--- src/rtl/hzd_pkg.sv ---
// Shared definitions for the pipeline hazard controller: one-hot opcode bit positions,
// forwarding-source codes and the scoreboard entry layout.
package hzd_pkg;

  localparam int OPC_STORE  = 2;
  localparam int OPC_LOAD   = 3;
  localparam int OPC_MOVE   = 4;
  localparam int OPC_RR_LO  = 5;   // reg-reg ALU group occupies bits 13:5
  localparam int OPC_RR_HI  = 13;
  localparam int OPC_NOT    = 14;
  localparam int OPC_MOVEI  = 15;
  localparam int OPC_SLI    = 16;
  localparam int OPC_SRI    = 17;
  localparam int OPC_ADDI   = 18;
  localparam int OPC_SUBI   = 19;
  localparam int OPC_JUMP   = 20;
  localparam int OPC_BRANCH = 21;
  localparam int OPC_FADD   = 22;
  localparam int OPC_FMULT  = 23;

  localparam logic [1:0] FWD_RF = 2'b00;
  localparam logic [1:0] FWD_EX = 2'b01;
  localparam logic [1:0] FWD_DM = 2'b10;
  localparam logic [1:0] FWD_WB = 2'b11;

  localparam int SB_EX    = 0;
  localparam int SB_DM    = 1;
  localparam int SB_WB    = 2;
  localparam int SB_DEPTH = 3;
  localparam int SB_RD_W  = 8;     // widest register address the scoreboard can hold

  typedef struct packed {
    logic               v;
    logic [SB_RD_W-1:0] rd;
    logic               is_load;
  } sb_entry_t;

endpackage

--- src/rtl/hzd_opc_class.sv ---
// Combinational classifier: one-hot decoded opcode -> register usage and destination field.
module hzd_opc_class
  import hzd_pkg::*;
#(
  parameter int NREG_W = 5,
  parameter int OPC_W  = 24
) (
  input  logic [OPC_W-1:0]  opc,
  input  logic [NREG_W-1:0] rs2,
  input  logic [NREG_W-1:0] rd,
  output logic              writes_rd,
  output logic              uses_rs1,
  output logic              uses_rs2,
  output logic              is_load,
  output logic [NREG_W-1:0] dest
);

  logic any_op;
  logic rs2_is_dest;

  // immediate-form and load/move ops carry their destination in the rs2 field
  always_comb begin
    any_op      = |opc;
    rs2_is_dest = opc[OPC_LOAD] | opc[OPC_MOVE] | opc[OPC_NOT] | opc[OPC_MOVEI] |
                  opc[OPC_SLI]  | opc[OPC_SRI]  | opc[OPC_ADDI] | opc[OPC_SUBI];
    dest        = rs2_is_dest ? rs2 : rd;
    writes_rd   = any_op & ~(opc[OPC_STORE] | opc[OPC_JUMP] | opc[OPC_BRANCH]);
    uses_rs1    = any_op & ~(opc[OPC_MOVEI] | opc[OPC_JUMP]);
    uses_rs2    = (|opc[OPC_RR_HI:OPC_RR_LO]) | opc[OPC_STORE] | opc[OPC_FADD] | opc[OPC_FMULT];
    is_load     = opc[OPC_LOAD];
  end

endmodule

--- src/rtl/pipeline_hazard_ctrl.sv ---
// RAW-hazard stall and branch/jump flush controller beside the RF stage.
// Define HZD_FORWARD_EN to enable operand forwarding (only load-use then stalls).
module pipeline_hazard_ctrl
  import hzd_pkg::*;
#(
  parameter int NREG_W  = 5,
  parameter int OPC_W   = 24,
  parameter int CNT_W   = 16,
  parameter int R0_ZERO = 1
) (
  input  logic              clk,
  input  logic              reset,
  input  logic [OPC_W-1:0]  id_opc,
  input  logic [NREG_W-1:0] id_rs1,
  input  logic [NREG_W-1:0] id_rs2,
  input  logic [NREG_W-1:0] id_rd,
  input  logic              id_br_eq,
  output logic              pc_hold,
  output logic              ir_hold,
  output logic              ir_flush,
  output logic              alu_bubble,
  output logic              pc_redirect,
  output logic [1:0]        fwd_sel_a,
  output logic [1:0]        fwd_sel_b,
  output logic [CNT_W-1:0]  stall_cnt,
  output logic [CNT_W-1:0]  flush_cnt
);

  sb_entry_t             sb [SB_DEPTH];
  logic                  id_valid_q;
  logic                  writes_rd, uses_rs1, uses_rs2, is_load;
  logic [NREG_W-1:0]     dest;
  logic [SB_DEPTH-1:0]   hit_a, hit_b;
  logic                  load_use, stall, redirect;
  logic [1:0]            sel_a, sel_b;

  hzd_opc_class #(.NREG_W(NREG_W), .OPC_W(OPC_W)) u_class (
    .opc       (id_opc),
    .rs2       (id_rs2),
    .rd        (id_rd),
    .writes_rd (writes_rd),
    .uses_rs1  (uses_rs1),
    .uses_rs2  (uses_rs2),
    .is_load   (is_load),
    .dest      (dest)
  );

  function automatic logic src_hit(input logic use_src, input sb_entry_t e,
                                   input logic [NREG_W-1:0] rs);
    src_hit = use_src & e.v & (e.rd == SB_RD_W'(rs)) & ~((R0_ZERO != 0) & (rs == '0));
  endfunction

`ifdef HZD_FORWARD_EN
  function automatic logic [1:0] pick_src(input logic [SB_DEPTH-1:0] hit);
    if (hit[SB_EX])      pick_src = FWD_EX;
    else if (hit[SB_DM]) pick_src = FWD_DM;
    else if (hit[SB_WB]) pick_src = FWD_WB;
    else                 pick_src = FWD_RF;
  endfunction
`endif

  // hazard detection, forwarding select and pipeline control outputs
  always_comb begin
    hit_a = '0;
    hit_b = '0;
    for (int k = 0; k < SB_DEPTH; k++) begin
      hit_a[k] = src_hit(uses_rs1, sb[k], id_rs1);
      hit_b[k] = src_hit(uses_rs2, sb[k], id_rs2);
    end
    load_use = sb[SB_EX].is_load & (hit_a[SB_EX] | hit_b[SB_EX]);
`ifdef HZD_FORWARD_EN
    stall = id_valid_q & load_use;
    sel_a = id_valid_q ? pick_src(hit_a) : FWD_RF;
    sel_b = id_valid_q ? pick_src(hit_b) : FWD_RF;
`else
    stall = id_valid_q & (load_use | (|hit_a) | (|hit_b));
    sel_a = FWD_RF;
    sel_b = FWD_RF;
`endif
    redirect = id_valid_q & ~stall & (id_opc[OPC_JUMP] | (id_opc[OPC_BRANCH] & id_br_eq));
    if (reset) begin
      pc_hold     = 1'b0;
      ir_hold     = 1'b0;
      ir_flush    = 1'b1;
      alu_bubble  = 1'b1;
      pc_redirect = 1'b0;
      fwd_sel_a   = FWD_RF;
      fwd_sel_b   = FWD_RF;
    end else begin
      pc_hold     = stall;
      ir_hold     = stall;
      ir_flush    = redirect;
      alu_bubble  = stall;
      pc_redirect = redirect;
      fwd_sel_a   = sel_a;
      fwd_sel_b   = sel_b;
    end
  end

  // scoreboard shift, decode-valid tracking and saturating event counters
  always_ff @(posedge clk) begin
    if (reset) begin
      for (int k = 0; k < SB_DEPTH; k++) sb[k] <= '0;
      id_valid_q <= 1'b0;
      stall_cnt  <= '0;
      flush_cnt  <= '0;
    end else begin
      sb[SB_WB]         <= sb[SB_DM];
      sb[SB_DM]         <= sb[SB_EX];
      sb[SB_EX].v       <= id_valid_q & writes_rd & ~stall;
      sb[SB_EX].rd      <= SB_RD_W'(dest);
      sb[SB_EX].is_load <= is_load;
      id_valid_q        <= ~redirect;
      if (stall && (stall_cnt != '1)) stall_cnt <= stall_cnt + CNT_W'(1);
      else                            stall_cnt <= stall_cnt;
      if (redirect && (flush_cnt != '1)) flush_cnt <= flush_cnt + CNT_W'(1);
      else                               flush_cnt <= flush_cnt;
    end
  end

endmodule

--- config.mk ---
export PLATFORM = sky130hd
export DESIGN_NAME = pipeline_hazard_ctrl
export DESIGN_NICKNAME = d
export VERILOG_FILES = /design/src/rtl/hzd_pkg.sv /design/src/rtl/hzd_opc_class.sv /design/src/rtl/pipeline_hazard_ctrl.sv
export SDC_FILE = /design/constraint.sdc
export NUM_CORES = 1
export LEC_CHECK = 0
export ABC_CLOCK_PERIOD_IN_PS = 4200
export CORE_AREA = 2 2 78 80
export CTS_BUF_LIST = sky130_fd_sc_hd__clkbuf_4 sky130_fd_sc_hd__clkbuf_8
export CTS_CLUSTER_SIZE = 16
export DETAILED_ROUTE_END_ITERATION = 7
export DIE_AREA = 0 0 80 82
export MAX_ROUTING_LAYER = met4
export PLACE_DENSITY_LB_ADDON = 0.25
export SLEW_MARGIN = 20
export SYNTH_ARGS = -nofsm -noshare
export SYNTH_HDL_FRONTEND = slang
export SYNTH_SLANG_ARGS = --single-unit
--- constraint.sdc ---
create_clock -name clk -period 4.2 [get_ports clk]
set_clock_uncertainty 0.15 [all_clocks]
set_input_delay 0.84 -clock clk [delete_from_list [all_inputs] [get_ports clk]]
set_output_delay 0.84 -clock clk [all_outputs]
set_load 0.01 [all_outputs]
* After elaboration in Yosys (flattened, before gate mapping)
Memory sizes are Yosys's and may differ from the RTL's.
Cells that the tools add are included.
** Word-level totals
- Bits in writable memories :: 30
- Memories :: 1
- Output and inout bits :: 41
- Bits in registers :: 33
- Input port bits :: 42
- Word-level logic and storage cells :: 90
** Memories
- sb :: words 3, width 10, rd ports 3, clocked after Yosys merged registers in 0, write ports 3, line pipeline_hazard_ctrl.sv:29 : sb_entry_t sb [SB_DEPTH];
** Cells by class
- Bitwise logic cells :: 55
- Reductions and logical operators :: 8
- Muxes and demuxes :: 13
- Equality and inequality tests :: 8
- Add/sub/neg operators :: 2
** Operators by type and width (count)
- equality test 8 x 5 -> 1 bit :: 6
- adder 16 x 1 -> 16 bit (second input constant) :: 2
- inequality test 16 bit (second input constant) :: 2
- AND 1 bit :: 27
- OR reduction 24 bit :: 1
- bitwise OR 1 bit :: 22
- 2-to-1 mux 10 bit :: 2
- logical NOT 5 bit :: 2
- 2-to-1 mux 1 bit :: 9
- OR reduction 9 bit :: 1
- 2-to-1 mux 8 bit :: 1
- inverter 1 bit :: 6
- OR reduction 3 bit :: 2
- 2-to-1 mux 5 bit :: 1
- logical AND 1 bit :: 2

* Depth between registers and ports, before layout
- Depth after elaboration :: 16
- Mapped depth :: 9
- Mapped depth without buffers :: 7

* Hierarchy
A second synthesis with hierarchy kept.
** Second synthesis, totals
- Cell total of the unflattened synthesis :: 303
- Area, all modules :: 2691.3 µm²
** By module, submodules not included
- pipeline_hazard_ctrl :: sequential area each 1021.0 µm², instances 1, cells an instance 284, area each 2507.4 µm²
- hzd_opc_class :: sequential area each 0.0 µm², instances 1, cells an instance 19, area each 183.9 µm²

* Worst setup path before layout
Ideal clock, no wire load.
- Path type :: in2out
- Start point :: in id_opc[3]
- End point :: out pc_redirect
- Buffers on the path :: 2
- Stages on the path :: 9
- Data required time :: 3.210 ns
- Path slack :: 0.737 ns
- Arrival :: 2.473 ns
- Cell sequence :: nor4_1 -> nand2_2 -> nor3_2 -> or4_4 -> o22a_4 -> buf_6 -> clkbuf_1 -> nand3_1 -> nor2_1
** Between the ends
- Word-level cells in the longest chain between the ends :: 14
- Elaborated cells between the ends (all ways) :: 21
- Classes of those cells :: mux: 1; bitwise: 18; reduce/logical: 2
** RTL lines
- from (decl) :: line pipeline_hazard_ctrl.sv:13 : input logic [OPC_W-1:0] id_opc,
- OR reduction 24 bit * :: line hzd_opc_class.sv:23 : any_op = |opc;
- AND 1 bit * :: line hzd_opc_class.sv:28 : uses_rs1 = any_op & ~(opc[OPC_MOVEI] | opc[OPC_JUMP]);
- AND 1 bit (3 in a row) :: line pipeline_hazard_ctrl.sv:50 : src_hit = use_src & e.v & (e.rd == SB_RD_W'(rs)) & ~((R0_ZERO != 0) & (rs == '0));
- bitwise OR 1 bit :: line pipeline_hazard_ctrl.sv:70 : load_use = sb[SB_EX].is_load & (hit_a[SB_EX] | hit_b[SB_EX]);
- AND 1 bit :: line pipeline_hazard_ctrl.sv:70
- bitwise OR 1 bit * (2 in a row) :: line pipeline_hazard_ctrl.sv:76 : stall = id_valid_q & (load_use | (|hit_a) | (|hit_b));
- AND 1 bit * :: line pipeline_hazard_ctrl.sv:76
- inverter 1 bit * :: line pipeline_hazard_ctrl.sv:80 : redirect = id_valid_q & ~stall & (id_opc[OPC_JUMP] | (id_opc[OPC_BRANCH] & id_br_eq));
- AND 1 bit * (2 in a row) :: line pipeline_hazard_ctrl.sv:80
- 2-to-1 mux 1 bit * :: line pipeline_hazard_ctrl.sv:81 : if (reset) begin
- to (decl) :: line pipeline_hazard_ctrl.sv:22 : output logic pc_redirect,
Mark *: on every way between the ends. The rest lies on a longest branch, timed or not.

* Final worst setup path
- Start point :: in id_rs2[0]
- End point :: out ir_flush
** Between the ends
- Word-level cells in the longest chain between the ends :: 12
- Elaborated cells between the ends (all ways) :: 21
- Classes of those cells :: eq/ne: 3; mux: 1; bitwise: 15; reduce/logical: 2
** RTL lines
- from (decl) :: line pipeline_hazard_ctrl.sv:15 : input logic [NREG_W-1:0] id_rs2,
- equality test 8 x 5 -> 1 bit or logical NOT 5 bit (tied branches) :: line pipeline_hazard_ctrl.sv:50
- AND 1 bit or inverter 1 bit (tied branches) :: line pipeline_hazard_ctrl.sv:50
- AND 1 bit :: line pipeline_hazard_ctrl.sv:50
- bitwise OR 1 bit :: line pipeline_hazard_ctrl.sv:70
- AND 1 bit :: line pipeline_hazard_ctrl.sv:70
- bitwise OR 1 bit :: line pipeline_hazard_ctrl.sv:76
- bitwise OR 1 bit * :: line pipeline_hazard_ctrl.sv:76
- AND 1 bit * :: line pipeline_hazard_ctrl.sv:76
- inverter 1 bit * :: line pipeline_hazard_ctrl.sv:80
- AND 1 bit * (2 in a row) :: line pipeline_hazard_ctrl.sv:80
- 2-to-1 mux 1 bit * :: line pipeline_hazard_ctrl.sv:81
- to (decl) :: line pipeline_hazard_ctrl.sv:20 : output logic ir_flush,
Marks and branches as above.

==> flow_summary.yaml <==
setup_path:
  r2r_start: "flush_cnt[3]$_SDFFE_PP0P_"
  crit_fanout: 5
  r2r_cells: 7
  start_kind: "input pin"
  r2r-end: "flush_cnt[0]$_SDFFE_PP0P_"
  path_class: "in -> out"
  end_kind: "output port"
  reg2reg_slack_ps: 1290
  cp.required_ps: 3210
  arrival_ps: 3070
placed_design:
  gp_congestion: 0.864
  place_hpwl_um: 5220
  numPortBuffers: 78
  dp.cells: 475
  dpl_cell_area_um2: 3660
outcome:
  status: "finished, final reports clean"
timing:
  clock.fmax_ghz: 0.246
  finalCritPeriodShare_pct: 96.8
  rsz0062_at_grt: "no"
  finalHoldViolations: 0
  finalSetupViolCount: 0
  holdWs_ps: 353
  timing.final.crit_period_ps: 4060
  slew_headroom_pct: 30.4
  tightestPinTransition_ps: 1040
  drv_slew: 0
grt:
  antenna_found_initial: 0
  overflow: 0
  grt_max_degree: 28
  grt_pass1_vias: 2608
  grt_util_all_layers_pct: 23.4
  grt_pass1_wl_um: 12000
detailed_routing:
  dr.pass1.iters: 4
  wl_per_cell_um: 14.8
  avgViaCountPerCell: 5.64
  antenna_left: 0
  drc: 0
  drtIter0Drc: 134
  postRouteWirelength_um: 7160
  via_count: 2725
worst_hold_path:
  hold_depth: 2
  holdPathEnd: "flush_cnt[5]$_SDFFE_PP0P_"
  hold_path_class: "reg -> reg"
  hold_start: "flush_cnt[5]$_SDFFE_PP0P_"
clock_network:
  htreeDepth: 2
  clk_pin_slew_ps: 90
  cts.path.max_buffers: 2
  ctsHoldBuffers: 0
  cts_tree: "built"
  cts_buffers: 5
  insertion_delay_ps: 310
  cts_sinks: 51
  clockRootBuffer: "clkbuf_8"
layout:
  final_area_um2: 3810
  num-nets-final: 451
  drive_gt1_share_pct: 7.11
  finalNonFillerCells: 483
  syn2layout_area_growth_pct: 35.4
  n_antenna_cell: 0
  nFillCells: 523
floorplan:
  core_area_um2: 5750
  initial_core_util_pct: 49.0
  die_h_um: 82
  io_pins: 83
  die_w_um: 80
  rows: 28
  die_area_um2: 6560
synthesis:
  synth_flop_cell: "dfxtp_1"
  netlist.area_leader.share_pct: 36.3
  synth_edf_count: 0
  post-synth-top-count-cell: "dfxtp_1"
  synthesis.area_um2: 2810
  synthTopCellsByArea: "dfxtp_1, xor2_1, or4_1"
  seq_area_frac_synth_pct: 36.3
  async_flop_share_pct: 0
  synthCells: 331
  yosysUniqueCellTypes: 39
  ys_ff_latch: 51
  yosys_warnings: 0
  yosys-top-cells-count: "dfxtp_1, a21oi_1, xor2_1, nand3_1, or4_1"
  synth_area_per_cell_um2: 8.50
  yosys.area.top_type: "dfxtp_1"
power_and_ir_drop:
  peakVddDrop_uv: 128
  power_uw: 928
  leakagePower_uw: 0.00146
  power.density_nw_per_um2: 244
job:
  drv_cap: 0
## placed cells by master, fill, tap and decap left out, types with 11 or more instances in the layout
cell type,count
o31ai_1,19
dfxtp_1,51
nor4_1,11
clkdlybuf4s50_1,66
nor2_1,17
xor2_1,24
nand2_1,17
or4_1,23
a21oi_1,24
nor2b_1,19
nand3_1,23
## worst max path at each step
stage / start / endpoint / slack [ps] / cells past startpoint
2_1_floorplan: id_opc[3] / pc_redirect / 740 / 9
3_3_place_gp: id_rs2[2] / ir_flush / 6 / 7
3_5_place_dp: id_rs1[3] / pc_hold / -40 / 9
4_1_cts: id_rs1[3] / pc_hold / 8 / 9
5_1_grt: id_rs2[0] / ir_flush / 5 / 7
6_report: id_rs2[0] / ir_flush / 140 / 7
## where the power goes
part | internal [µW] | switching (µW)
Clock | 135 | 169
Sequential | 492 | 12.5
Combinational | 64.1 | 56.8
## timing repair
action,in CTS,in global routing
pin swaps,1,3
setup buffers,0,0
endpoints found under the setup margin,4,5
resized for setup,3,13
## critical path: stages
cell             delay, ps
clkdlybuf4s50_1        510
or4_1                  550
o21ai_2                240
o22ai_4                130
nor2_1                 130
a21o_1                 120
clkdlybuf4s50_1        560
## cells by family after synthesis
logic type,count (synthesis),share of synthesized area (%)
compound gates,56,12.5
xor+xnor,30,9.34
fa+ha+maj,2,0.890
buf+inv,24,4.36
flops,51,36.3
mux,13,4.94
other cells,1,0.133
simple gates,154,31.5
## flip-flops by register name (all words and copies together) (netlist names)
| register | count |
|---|---|
| stall_cnt | 16 |
| flush_cnt | 16 |
| id_valid_q | 1 |
| sb | 18 |
## area by class of cell
type	instances	area (µm²)	area share (%)
Multi-Input combinational cell	259	1710	45.0
Sequential cell	51	1020	26.8
Timing Repair Buffer	88	875	23.0
Tap cell	75	93.8	2.46
Clock buffer	6	82.6	2.17
Clock inverter	2	16.3	0.427
Inverter	2	7.51	0.197
## metrics by stage
step,utilization [%],TNS [ps],setup slack (ps)
3_5_place_dp,63.7,-95.0,-37.3
6_report,66.3,0,135
3_3_place_gp,63.7,0,6.15
2_1_floorplan,-,0,737
5_1_grt,66.3,0,5.13
4_1_cts,65.6,0,8.46
## per-layer routing
layer  vias up  track usage (%)  part of all wire [%]
met1      1264             28.6                    44
met2        80             40.5                    50
met5         -                -                     0
met4         0             5.93                   1.2
met3        11             3.85                   4.9
li1       1370                -                     -
No activity file was read; power rests on OpenSTA's default activity.
==> RTL edit: new RTL, same flow settings <==
Add a define of `HZD_FORWARD_EN`.
--- a/src/rtl/pipeline_hazard_ctrl.sv
+++ b/src/rtl/pipeline_hazard_ctrl.sv
@@ -2,2 +2,4 @@
 // Define HZD_FORWARD_EN to enable operand forwarding (only load-use then stalls).
+`define HZD_FORWARD_EN
+
 module pipeline_hazard_ctrl
Behaviour: not the same (Yosys sat finds a counterexample within 4 cycles, from zero or initial values and one cycle with reset high).
==> RTL edit against the original RTL <==
Routed wire length increased by 8.4%; non-clock buffer count up 6; synthesized cell count is 4.5% higher; maximum frequency decreased by 1.1%; worst setup slack worse by 0.045 ns; hold slack got worse by 0.0068 ns; design area up 2.6%; largest cell class unchanged; global-route usage rose by 1.7 points; area after synthesis grew 2.4%; total power is 0.19% lower; final cell count is 3.3% higher; sequential cell count up 1; combinational power increased by 7%.
==> RTL edit: results (changes against the original RTL) <==
- RR Startpoint: sb[0][5]$_SDFF_PP0_
- Routability cong.: 0.864 (about the same)
- CP peak stage delay: 0.60 ns (+0.04 ns)
- First-pass DRT Iterations: 4 (unchanged)
- Switching power: 0.241 mW (+1.2%)
- Post-DP Area: 3780 um^2 (+3.2%)
- Largest cells by area after synthesis: dfxtp_1 (36%), xor2_1 (6.1%), a21oi_1 (5.7%)
- Rel. slew slack: 41.5% (+11 points)
- Port buffer count: 82 (+5.1%)
- DR WL met2: 3670 um (+2.3%)
- WHS Path Cells: 2 (unchanged)
- Clock buffer depth: 2 (unchanged)
- Worst Hold End: stall_cnt[9]$_SDFFE_PP0P_
- CTS H-tree lvls: 2 (unchanged)
- Latest clock arrival within the worst-skew pair: 0.31 ns (about the same)
- Largest net degree at the start of global routing: 57 (+100%)
- First DRT Iteration DRCs: 211 (+57%)
- Worst reg2reg path depth: 7 (unchanged)
- Top flop regs: sb: 19 flops, flush_cnt: 16 flops, stall_cnt: 16 flops
- Num CTS Buffers: 5 (unchanged)
- Nets: 468 (+3.8%)
- Largest area contributor in the netlist: dfxtp_1
- Worst-path clk slew: 0.10 ns
- Critical path arrival: 3.12 ns (+0.05 ns)
- CP Max Fanout: 5 (unchanged)
- Post-Syn Nets: 390
- Clk root buf: clkbuf_8
- Gr usage total: 25.1% (+1.7 points)
- Status: completed
- Fin cells: 499 (+3.3%)
- Worst-path cell with the longest stage delay: clkdlybuf4s50_1
- Seq/Total Area, Yosys: 36.1% (-0.16 points)
- Synth cell types: 48 (+23%)
- Vias in the first global route: 2722 (+4.4%)
- Gate Count Post-Synth: 346 (+4.5%)
- Peak VDD IR: 0.000140 V (+9.8%)
- Post-synth EDFFs: 0 (unchanged)
- Routed WL: 7760 um (+8.4%)
- FF-to-FF setup slack: 1.50 ns (+0.21 ns)
- Post-DP HPWL: 5640 um (+8.0%)
- Initial antenna violation count: 0 (unchanged)
- Yosys warns: 0 (unchanged)
- Leakage Power: 1.37 nW (-6.3%)
- Antenna diodes: 0 (unchanged)
- Synth cell count leaders: dfxtp_1 (52), a21oi_1 (33), nor2_1 (25)
- M1 WL: 3600 um (+15%)
- Hold crit path type: reg2reg
- Worst flop-to-flop path endpoint: stall_cnt[5]$_SDFFE_PP0P_
- Routed length on met3: 445 um (+27%)
- Routed via count: 2883 (+5.8%)
- Dpl cells: 492 (+3.6%)
- Max Used Layer: met4
- Worst Hold Launch: stall_cnt[9]$_SDFFE_PP0P_
- Layout cell share with drive strength beyond 1: 6.84% (-0.27 points)
- First-pass GRT wire length: 12700 um (+5.8%)
RTL edit: changes by cell type in the layout (fill, tap and decap cells not counted), moves of 5 or more:
cell,unedited run,this run
and2_1,3,8
dlymetal6s2s_1,10,5
nor2_1,17,24
mux2_1,7,0
a21oi_1,24,33
clkdlybuf4s50_1,66,76
RTL edit: kinds of logic after synthesis:
group           after synthesis  synth area share (%)
mux                           7                  2.52
compound gates               76                  17.4
flops                        52                  36.1
simple gates                153                  30.2
fa+ha+maj                     2                 0.869
xor+xnor                     28                  8.51
buf+inv                      28                  4.39
RTL edit: power by group through the flow:
stage               Combinational, mW  Clock [mW]  Sequential, mW
floorplan                      0.0636           0           0.519
global placement                0.125           0           0.523
detailed placement              0.128           0           0.523
CTS                             0.129       0.292           0.512
global route                    0.143       0.310           0.513
finish                          0.130       0.284           0.512
RTL edit: metrics by stage:
| stage | setup WS [ns] | utilization, % | hold slack [ns] |
|---|---|---|---|
| CTS | 0.0147 | 67.2 | 0.349 |
| global route | 0.0233 | 68.0 | 0.372 |
| finish | 0.0905 | 68.0 | 0.346 |
| floorplan | 0.652 | - | 0.309 |
| detailed placement | 0.0175 | 65.8 | 0.335 |
| global placement | 0.0596 | 65.8 | 0.330 |
RTL edit: worst max path at each step:
stage / from / endpoint / slack, ns / cells after the start
final: id_rs2[1] / fwd_sel_b[1] / 0.09 / 7
after global routing: id_rs1[0] / alu_bubble / 0.02 / 7
after CTS: id_rs1[0] / ir_flush / 0.01 / 8
after detailed placement: id_rs1[0] / ir_flush / 0.02 / 8
after global placement: id_rs1[0] / ir_flush / 0.06 / 8
after floorplan: id_rs1[0] / ir_flush / 0.65 / 8
RTL edit: layout make-up:
type                    count  area [um^2]
clock buffers               5         68.8
flip-flops and latches     52         1040
multi-input cells         266         1750
repair buffers             94          918
clock inverters             2         16.3
well taps                  75         93.8
inverters                   5         18.8
fillers                   503         1840
RTL edit: metal layers:
| layer | global-route usage, % | vias to the layer above |
|---|---|---|
| li1 | - | 1441 |
| met1 | 32.0 | 1355 |
| met5 | - | - |
| met4 | 6.10 | 0 |
| met2 | 41.3 | 85 |
| met3 | 5.05 | 2 |
RTL edit: repair_timing:
action	4_1_cts	5_1_grt
setup buffers	0	0
setup endpoints to repair	0	5
hold buffers	0	0
hold endpoints to repair	0	0
gates resized for setup	0	9
RTL edit: critical path, delay by kind of cell:
kind          cells  cell delay [ns]
buf+inv           2             1.15
xor+xnor          1             0.22
simple gates      4             0.91
